**config.mk**
```make
export PLATFORM = sky130hd
export DESIGN_NAME = kp_color_threshold
export DESIGN_NICKNAME = d
export VERILOG_FILES = /design/src/rtl/kp_color_threshold.sv
export SDC_FILE = /design/constraint.sdc
export NUM_CORES = 1
export LEC_CHECK = 0
export BUFFER_PORTS_ARGS = -buffer_cell sky130_fd_sc_hd__buf_2
export CAP_MARGIN = 40
export CORE_ASPECT_RATIO = 0.75
export CORE_MARGIN = 4
export CORE_UTILIZATION = 60
export DETAILED_ROUTE_END_ITERATION = 8
export PLACE_DENSITY = 0.86
export RECOVER_POWER = 50
export SLEW_MARGIN = 20
export SYNTH_ARGS = -nofsm -noshare
export SYNTH_HDL_FRONTEND = slang
export SYNTH_SLANG_ARGS = --single-unit
```
**constraint.sdc**
```tcl
create_clock -name i_clk -period 4.1 [get_ports i_clk]
set_input_delay 0.41 -clock i_clk [delete_from_list [all_inputs] [get_ports i_clk]]
set_output_delay 0.41 -clock i_clk [all_outputs]
set_load 0.02 [all_outputs]
```
**src/rtl/kp_color_threshold.sv**
```systemverilog
// Per-pixel RGB window test on three lockstep channel FIFOs, producing a match
// mask stream plus per-frame match count and bounding box.
module kp_color_threshold #(
    parameter int LINE_LENGTH = 640,
    parameter int LINE_COUNT  = 480,
    parameter int DATA_WIDTH  = 8
) (
    input  logic                                         i_clk,
    input  logic                                         i_rst,
    input  logic                                         i_enable,
    input  logic                                         i_flush,
    input  logic [DATA_WIDTH-1:0]                        i_r_data,
    input  logic [DATA_WIDTH-1:0]                        i_g_data,
    input  logic [DATA_WIDTH-1:0]                        i_b_data,
    input  logic                                         i_r_almostempty,
    input  logic                                         i_g_almostempty,
    input  logic                                         i_b_almostempty,
    output logic                                         o_rd,
    input  logic [3*DATA_WIDTH-1:0]                      i_thr_min,
    input  logic [3*DATA_WIDTH-1:0]                      i_thr_max,
    output logic                                         o_mask,
    output logic                                         o_mask_valid,
    output logic                                         o_frame_done,
    output logic [$clog2(LINE_LENGTH*LINE_COUNT+1)-1:0]  o_count,
    output logic                                         o_bbox_valid,
    output logic [$clog2(LINE_LENGTH)-1:0]               o_xmin,
    output logic [$clog2(LINE_LENGTH)-1:0]               o_xmax,
    output logic [$clog2(LINE_COUNT)-1:0]                o_ymin,
    output logic [$clog2(LINE_COUNT)-1:0]                o_ymax
);

    localparam int XW = $clog2(LINE_LENGTH);
    localparam int YW = $clog2(LINE_COUNT);
    localparam int CW = $clog2(LINE_LENGTH*LINE_COUNT+1);
    localparam int DW = DATA_WIDTH;

    logic          rd_d1_q, rd_d1_d;
    logic          mask_q, mask_d;
    logic          mask_valid_q, mask_valid_d;
    logic          frame_done_q, frame_done_d;
    logic          bbox_valid_q, bbox_valid_d;
    logic [XW-1:0] x_q, x_d;
    logic [YW-1:0] y_q, y_d;
    logic [CW-1:0] acc_cnt_q, acc_cnt_d;
    logic [XW-1:0] acc_xmin_q, acc_xmin_d, acc_xmax_q, acc_xmax_d;
    logic [YW-1:0] acc_ymin_q, acc_ymin_d, acc_ymax_q, acc_ymax_d;
    logic [CW-1:0] out_cnt_q, out_cnt_d;
    logic [XW-1:0] out_xmin_q, out_xmin_d, out_xmax_q, out_xmax_d;
    logic [YW-1:0] out_ymin_q, out_ymin_d, out_ymax_q, out_ymax_d;
    logic          match;
    logic          hit;
    logic          last_px;
    logic          has_hits;

    function automatic logic in_win(input logic [DW-1:0] d,
                                    input logic [DW-1:0] lo,
                                    input logic [DW-1:0] hi);
        return (d >= lo) && (d <= hi);
    endfunction

    assign o_rd = i_enable && !i_r_almostempty && !i_g_almostempty &&
                  !i_b_almostempty && !i_rst && !i_flush;

    // An inverted window (min > max) can never satisfy both bounds, so it needs no special case.
    always_comb begin
        match = in_win(i_r_data, i_thr_min[3*DW-1:2*DW], i_thr_max[3*DW-1:2*DW]) &&
                in_win(i_g_data, i_thr_min[2*DW-1:DW],   i_thr_max[2*DW-1:DW])   &&
                in_win(i_b_data, i_thr_min[DW-1:0],      i_thr_max[DW-1:0]);
        rd_d1_d      = o_rd;
        mask_valid_d = rd_d1_q;
        mask_d       = rd_d1_q && match;
    end

    always_comb begin
        x_d          = x_q;
        y_d          = y_q;
        acc_cnt_d    = acc_cnt_q;
        acc_xmin_d   = acc_xmin_q;
        acc_xmax_d   = acc_xmax_q;
        acc_ymin_d   = acc_ymin_q;
        acc_ymax_d   = acc_ymax_q;
        out_cnt_d    = out_cnt_q;
        out_xmin_d   = out_xmin_q;
        out_xmax_d   = out_xmax_q;
        out_ymin_d   = out_ymin_q;
        out_ymax_d   = out_ymax_q;
        bbox_valid_d = bbox_valid_q;
        frame_done_d = 1'b0;
        has_hits     = 1'b0;

        hit     = mask_valid_q && mask_q;
        last_px = mask_valid_q && (x_q == XW'(LINE_LENGTH-1)) && (y_q == YW'(LINE_COUNT-1));

        if (hit) begin
            acc_cnt_d  = acc_cnt_q + CW'(1);
            acc_xmin_d = (x_q < acc_xmin_q) ? x_q : acc_xmin_q;
            acc_xmax_d = (x_q > acc_xmax_q) ? x_q : acc_xmax_q;
            acc_ymin_d = (y_q < acc_ymin_q) ? y_q : acc_ymin_q;
            acc_ymax_d = (y_q > acc_ymax_q) ? y_q : acc_ymax_q;
        end

        if (mask_valid_q) begin
            if (x_q == XW'(LINE_LENGTH-1)) begin
                x_d = '0;
                y_d = (y_q == YW'(LINE_COUNT-1)) ? '0 : y_q + 1'b1;
            end else begin
                x_d = x_q + 1'b1;
            end
        end

        // Publish stats including the last pixel, then rearm the accumulators.
        if (last_px) begin
            has_hits     = (acc_cnt_d != '0);
            frame_done_d = 1'b1;
            out_cnt_d    = acc_cnt_d;
            bbox_valid_d = has_hits;
            out_xmin_d   = has_hits ? acc_xmin_d : '0;
            out_xmax_d   = has_hits ? acc_xmax_d : '0;
            out_ymin_d   = has_hits ? acc_ymin_d : '0;
            out_ymax_d   = has_hits ? acc_ymax_d : '0;
            acc_cnt_d    = '0;
            acc_xmin_d   = '1;
            acc_xmax_d   = '0;
            acc_ymin_d   = '1;
            acc_ymax_d   = '0;
        end
    end

    always_ff @(posedge i_clk) begin
        if (i_rst || i_flush) begin
            rd_d1_q      <= 1'b0;
            mask_q       <= 1'b0;
            mask_valid_q <= 1'b0;
            frame_done_q <= 1'b0;
            bbox_valid_q <= 1'b0;
            x_q          <= '0;
            y_q          <= '0;
            acc_cnt_q    <= '0;
            acc_xmin_q   <= '1;
            acc_xmax_q   <= '0;
            acc_ymin_q   <= '1;
            acc_ymax_q   <= '0;
            out_cnt_q    <= '0;
            out_xmin_q   <= '0;
            out_xmax_q   <= '0;
            out_ymin_q   <= '0;
            out_ymax_q   <= '0;
        end else begin
            rd_d1_q      <= rd_d1_d;
            mask_q       <= mask_d;
            mask_valid_q <= mask_valid_d;
            frame_done_q <= frame_done_d;
            bbox_valid_q <= bbox_valid_d;
            x_q          <= x_d;
            y_q          <= y_d;
            acc_cnt_q    <= acc_cnt_d;
            acc_xmin_q   <= acc_xmin_d;
            acc_xmax_q   <= acc_xmax_d;
            acc_ymin_q   <= acc_ymin_d;
            acc_ymax_q   <= acc_ymax_d;
            out_cnt_q    <= out_cnt_d;
            out_xmin_q   <= out_xmin_d;
            out_xmax_q   <= out_xmax_d;
            out_ymin_q   <= out_ymin_d;
            out_ymax_q   <= out_ymax_d;
        end
    end

    assign o_mask       = mask_q;
    assign o_mask_valid = mask_valid_q;
    assign o_frame_done = frame_done_q;
    assign o_count      = out_cnt_q;
    assign o_bbox_valid = bbox_valid_q;
    assign o_xmin       = out_xmin_q;
    assign o_xmax       = out_xmax_q;
    assign o_ymin       = out_ymin_q;
    assign o_ymax       = out_ymax_q;

endmodule

```
Yosys cells after proc, flatten, opt, wreduce, memory -nomap -nowiden
Index checks and enable logic that the tools add are counted.
W data, S select, Z words.
Storage, ports and cells
  register bits after elaboration: 138
  logic and storage cells: 71
Operators by class
  reductions and logical operators: 23
  eq/ne operators: 2
  magnitude comparators: 10
  muxes and demuxes: 16
  add/subtract/negate cells: 3
Operators by type and width (number)
  $mux W10: 7
  $mux W9: 7
  $ge A8 B8 Y1: 3
  $le A8 B8 Y1: 3
  $add A19 B1 Y19 const B: 1
  $mux W19: 1
  $reduce_bool A19 Y1: 1
  $logic_and A1 B1 Y1: 14
  $add A10 B1 Y10 const B: 1
  $eq A10 B10 Y1 const B: 1
  $gt A10 B10 Y1: 1
  $lt A10 B10 Y1: 1
  $add A9 B1 Y9 const B: 1
  $eq A9 B9 Y1 const B: 1
  $gt A9 B9 Y1: 1
  $lt A9 B9 Y1: 1
  $logic_not A1 Y1: 5
  $reduce_and A2 Y1: 1
  $reduce_or A2 Y1: 1
  $logic_or A1 B1 Y1: 1
  $mux W1: 1

Logic depth before layout (Yosys ltp)
  word-level depth: 6
  depth in mapped cells: 11
  mapped depth without buffers: 9

Worst setup path before layout
Ideal clock, no wire load.
  kind: flip-flop to flip-flop
  from: register acc_cnt_q[0]
  to: register out_xmax_q[5], in the netlist o_xmax[5]
  clock period less this slack: 2.489 ns
  buffers on the path: 2
  setup time: 0.117 ns
  arrival: 2.372 ns
  stages on the path, launching flop included: 11
  path slack: 1.611 ns
  cells stage by stage: dfxtp_1 ha_1 nand3_1 or3_4 mux2_4 o22ai_1 nand4_1 o31ai_2 buf_6 buf_12 o21ai_2
On the way
  cells in the longest elaborated chain, start to end: 4
RTL lines
  start: declaration: line 44  | logic [CW-1:0] acc_cnt_q, acc_cnt_d;
  start signal: assignment: line 156  | acc_cnt_q <= acc_cnt_d;
  $add A19 B1 Y19: line 95  | acc_cnt_d = acc_cnt_q + CW'(1);
  $mux W19 (*): line 94  | if (hit) begin
  $reduce_bool A19 Y1 (*): line 113  | has_hits = (acc_cnt_d != '0);
  $mux W10 (*): line 118  | out_xmax_d = has_hits ? acc_xmax_d : '0;
  end signal: assignment: line 163  | out_xmax_q <= out_xmax_d;
  end: declaration: line 48  | logic [XW-1:0] out_xmin_q, out_xmin_d, out_xmax_q, out_xmax_d;
Every way passes the cells marked *; elsewhere a longest branch is shown, timed or not.
A chain may end at the register's enable or synchronous reset.

Worst setup path after layout
  from: register acc_cnt_q[0]
  to: register out_xmin_q[7], in the netlist o_xmin[7]
On the way
  cells in the longest elaborated chain, start to end: 4
RTL lines
  $add A19 B1 Y19: line 95
  $mux W19 (*): line 94
  $reduce_bool A19 Y1 (*): line 113
  $mux W10 (*): line 117  | out_xmin_d = has_hits ? acc_xmin_d : '0;
  end signal: assignment: line 162  | out_xmin_q <= out_xmin_d;
  end: declaration: line 48
Marked as above.

==> metrics <==
outcome completed; syn nets 989; count leader, synth dfxtp_1; Setup Total Neg Slack 0 ns; Initial Util 61.6%; grt met2 use 41.5%; FMAX 342 MHz; Seq/Total Area, Yosys 38.6%; CP max stage cell dfxtp_1; fillcell total 904; Mapped Avg Cell Area 8.70 um2; Synth cell types 55; Yosys top cell by area dfxtp_1; dominant synthesized flop cell dfxtp_1; Total GRT Usage 24.8%; DP Area 7980 um2; area grow syn2layout 18.2%; critical path endpoint category register; number of global-route vias before repair 5944; clock tree buffer depth 2; Worst-path clk slew 0.06 ns; maximum VDD drop 0.289 mV; initial DRC count 340; drt wl/cell 14.5 um; drt total wl 16400 um; CP cell instances ha_1, nand3_1, or3_4, mux2_4, o22ai_1, nand4_1, o31ai_4, buf_4, o21ai_0; met3 Usage GRT 5.71%; CP Launch Type register; final hold violations 0; DR vias 6040; Max Cap Violations 0; Post-synth EDFFs 0; CTS Buf Count 17; ANT cells 0; first-pass GRT wire length 27600 um; LEAKAGE 3.95 nW; YS warnings 0; Tmin final 2.93 ns; antenna violations before repair 0; I/O pin total 141; die area 13800 um2; crit share post-route 71.4%; crit path kind register to register; # DRC 0; setup bufs post-CTS 0; drt first pass iters 5; CTS HTree Levels 4; clock latency on the worst-skew pair 0.42 ns; Nets 1127; Core ar. 11600 um2; post-DR vias/cell 5.32; clk sinks 138; top cell type's share of synthesized area 38.6%; dpl hpwl 12000 um; Synth area leaders dfxtp_1 39%, ha_1 15%, mux2i_1 5.6%, nand2_1 5.4%, o21ai_0 5.0%; Syn Inst Count 823; critical path fanouts, max 39; FFs w/ async S/R, synth 0%; relative slew slack 17.7%; grt met1 use 32.8%; largest net degree at the start of global routing 48; CTS tree built; max incr delay on CP 0.45 ns; Yosys reg bits 138; HP Class input pin to register; Layout Skew 0.00746 ns; DRT antenna net count 0; required time worst endpoint 4.37 ns; PortBufs 140; Worst Path Arrival 3.20 ns; DIE HEIGHT 103 um; Routability Congestion 0.864; Mapped Area 7160 um2; hold buffer count at CTS 0; FP Rows 34; PostCTS Resize Cnt 0; clock root buffer master clkbuf_16; gr ovfl total 0; layout cells sized above 1 13.3%; top cells by count, synth 138 x dfxtp_1, 103 x nand2_1, 87 x ha_1; Least-Margin Pin Slew 1.24 ns; setup violators final 0; Die W 134 um; unrepaired setup endpoints after global routing no; Final Slew Violations 0; PD cells 350 nW/um2; GR peak layer met2; final instance area 8460 um2
-- worst max-delay path: cells and delay by family, from the launching register on --
family	cells	cell delay [ns]
buf+inv	1	0.41
fa+ha+maj	1	0.31
simple gates	3	0.73
compound gates	3	0.54
flops	1	0.45
mux	1	0.30
-- cell type report --
type,instances,area (um2),share of cell area [%]
clock buffer,21,470,5.56
timing repair buffer,147,681,8.05
inverter,85,319,3.77
multi-input combinational,572,3930,46.4
clock inverter,11,95.1,1.12
sequential,138,2760,32.7
tap,162,203,2.40
-- layout by cell type (no fill, tap or decap), drive strengths merged, types with 2 or more instances in the layout --
master / count
o21a: 3
xnor2: 15
and3: 5
and4: 3
nand2: 103
a21oi: 23
nand3: 16
o22ai: 2
dfxtp: 138
a31oi: 3
or3: 2
xor2: 22
nand4: 26
nor2b: 7
o31ai: 4
inv: 86
nor4: 7
clkinv: 6
or2: 2
clkinvlp: 3
buf: 83
a211oi: 4
o31a: 2
and2: 4
mux2i: 40
a211o: 2
o21ai: 82
clkbuf: 85
ha: 87
nor2: 74
a21o: 10
nor3: 2
nand2b: 10
-- stage by stage --
| stage | hold WS [ns] | worst slack, ns | total power, mW | util, % | std cells |
|---|---|---|---|---|---|
| finish | 0.190 | 1.17 | 2.96 | 72.8 | 1136 |
| global route | 0.186 | 0.891 | 3.07 | 72.8 | 1136 |
| CTS | 0.174 | 1.17 | 2.97 | 73.5 | 1135 |
| detailed placement | 0.436 | 1.21 | 1.54 | 68.7 | 1103 |
| global placement | 0.429 | 1.32 | 1.53 | 68.6 | 1102 |
| floorplan | 0.428 | 1.61 | 1.47 | - | 823 |
-- routing by layer --
metal | vias up | wire length, um | share of wire (%)
met2 | 208 | 7440 | 45
met1 | 2742 | 7670 | 47
met3 | 15 | 1160 | 7.1
met4 | 0 | 169 | 1.0
met5 | - | 0 | 0
li1 | 3075 | - | -
-- worst paths after layout --
kind,cells past startpoint,slack (ns),startpoint,endpoint
setup / recovery,9,1.17,acc_cnt_q[0],o_xmin[7]
setup reg to reg,9,1.17,acc_cnt_q[0],o_xmin[7]
hold / removal,2,0.19,i_b_almostempty,mask_valid_d
hold reg to reg,2,0.45,o_count[18],o_count[18]
-- sequential cells by signal (all words and copies together), names as in the netlist, 9 cells and up --
signal      count
acc_cnt_q      19
o_ymin          9
acc_ymax_q      9
y_q             9
o_ymax          9
o_xmax         10
o_xmin         10
o_count        19
acc_xmax_q     10
x_q            10
acc_xmin_q     10
acc_ymin_q      9
-- cell families after synthesis --
group / share of synthesized area [%]
AOI/OAI and AO/OA: 12.0
xor gates and xnor gates: 4.53
adders and majority gates: 15.2
buffers and inverters: 6.75
DFF: 38.6
muxes: 5.80
and+or+nand+nor: 17.1
-- report_power, final --
part           switching, mW  leakage [nW]  internal, mW
clock                  0.574         0.275         0.878
combinational         0.0875          2.57        0.0779
sequential          0.000163          1.11          1.34
total                  0.662          3.95          2.30
Note: power is estimated with default switching activity, not from simulation.
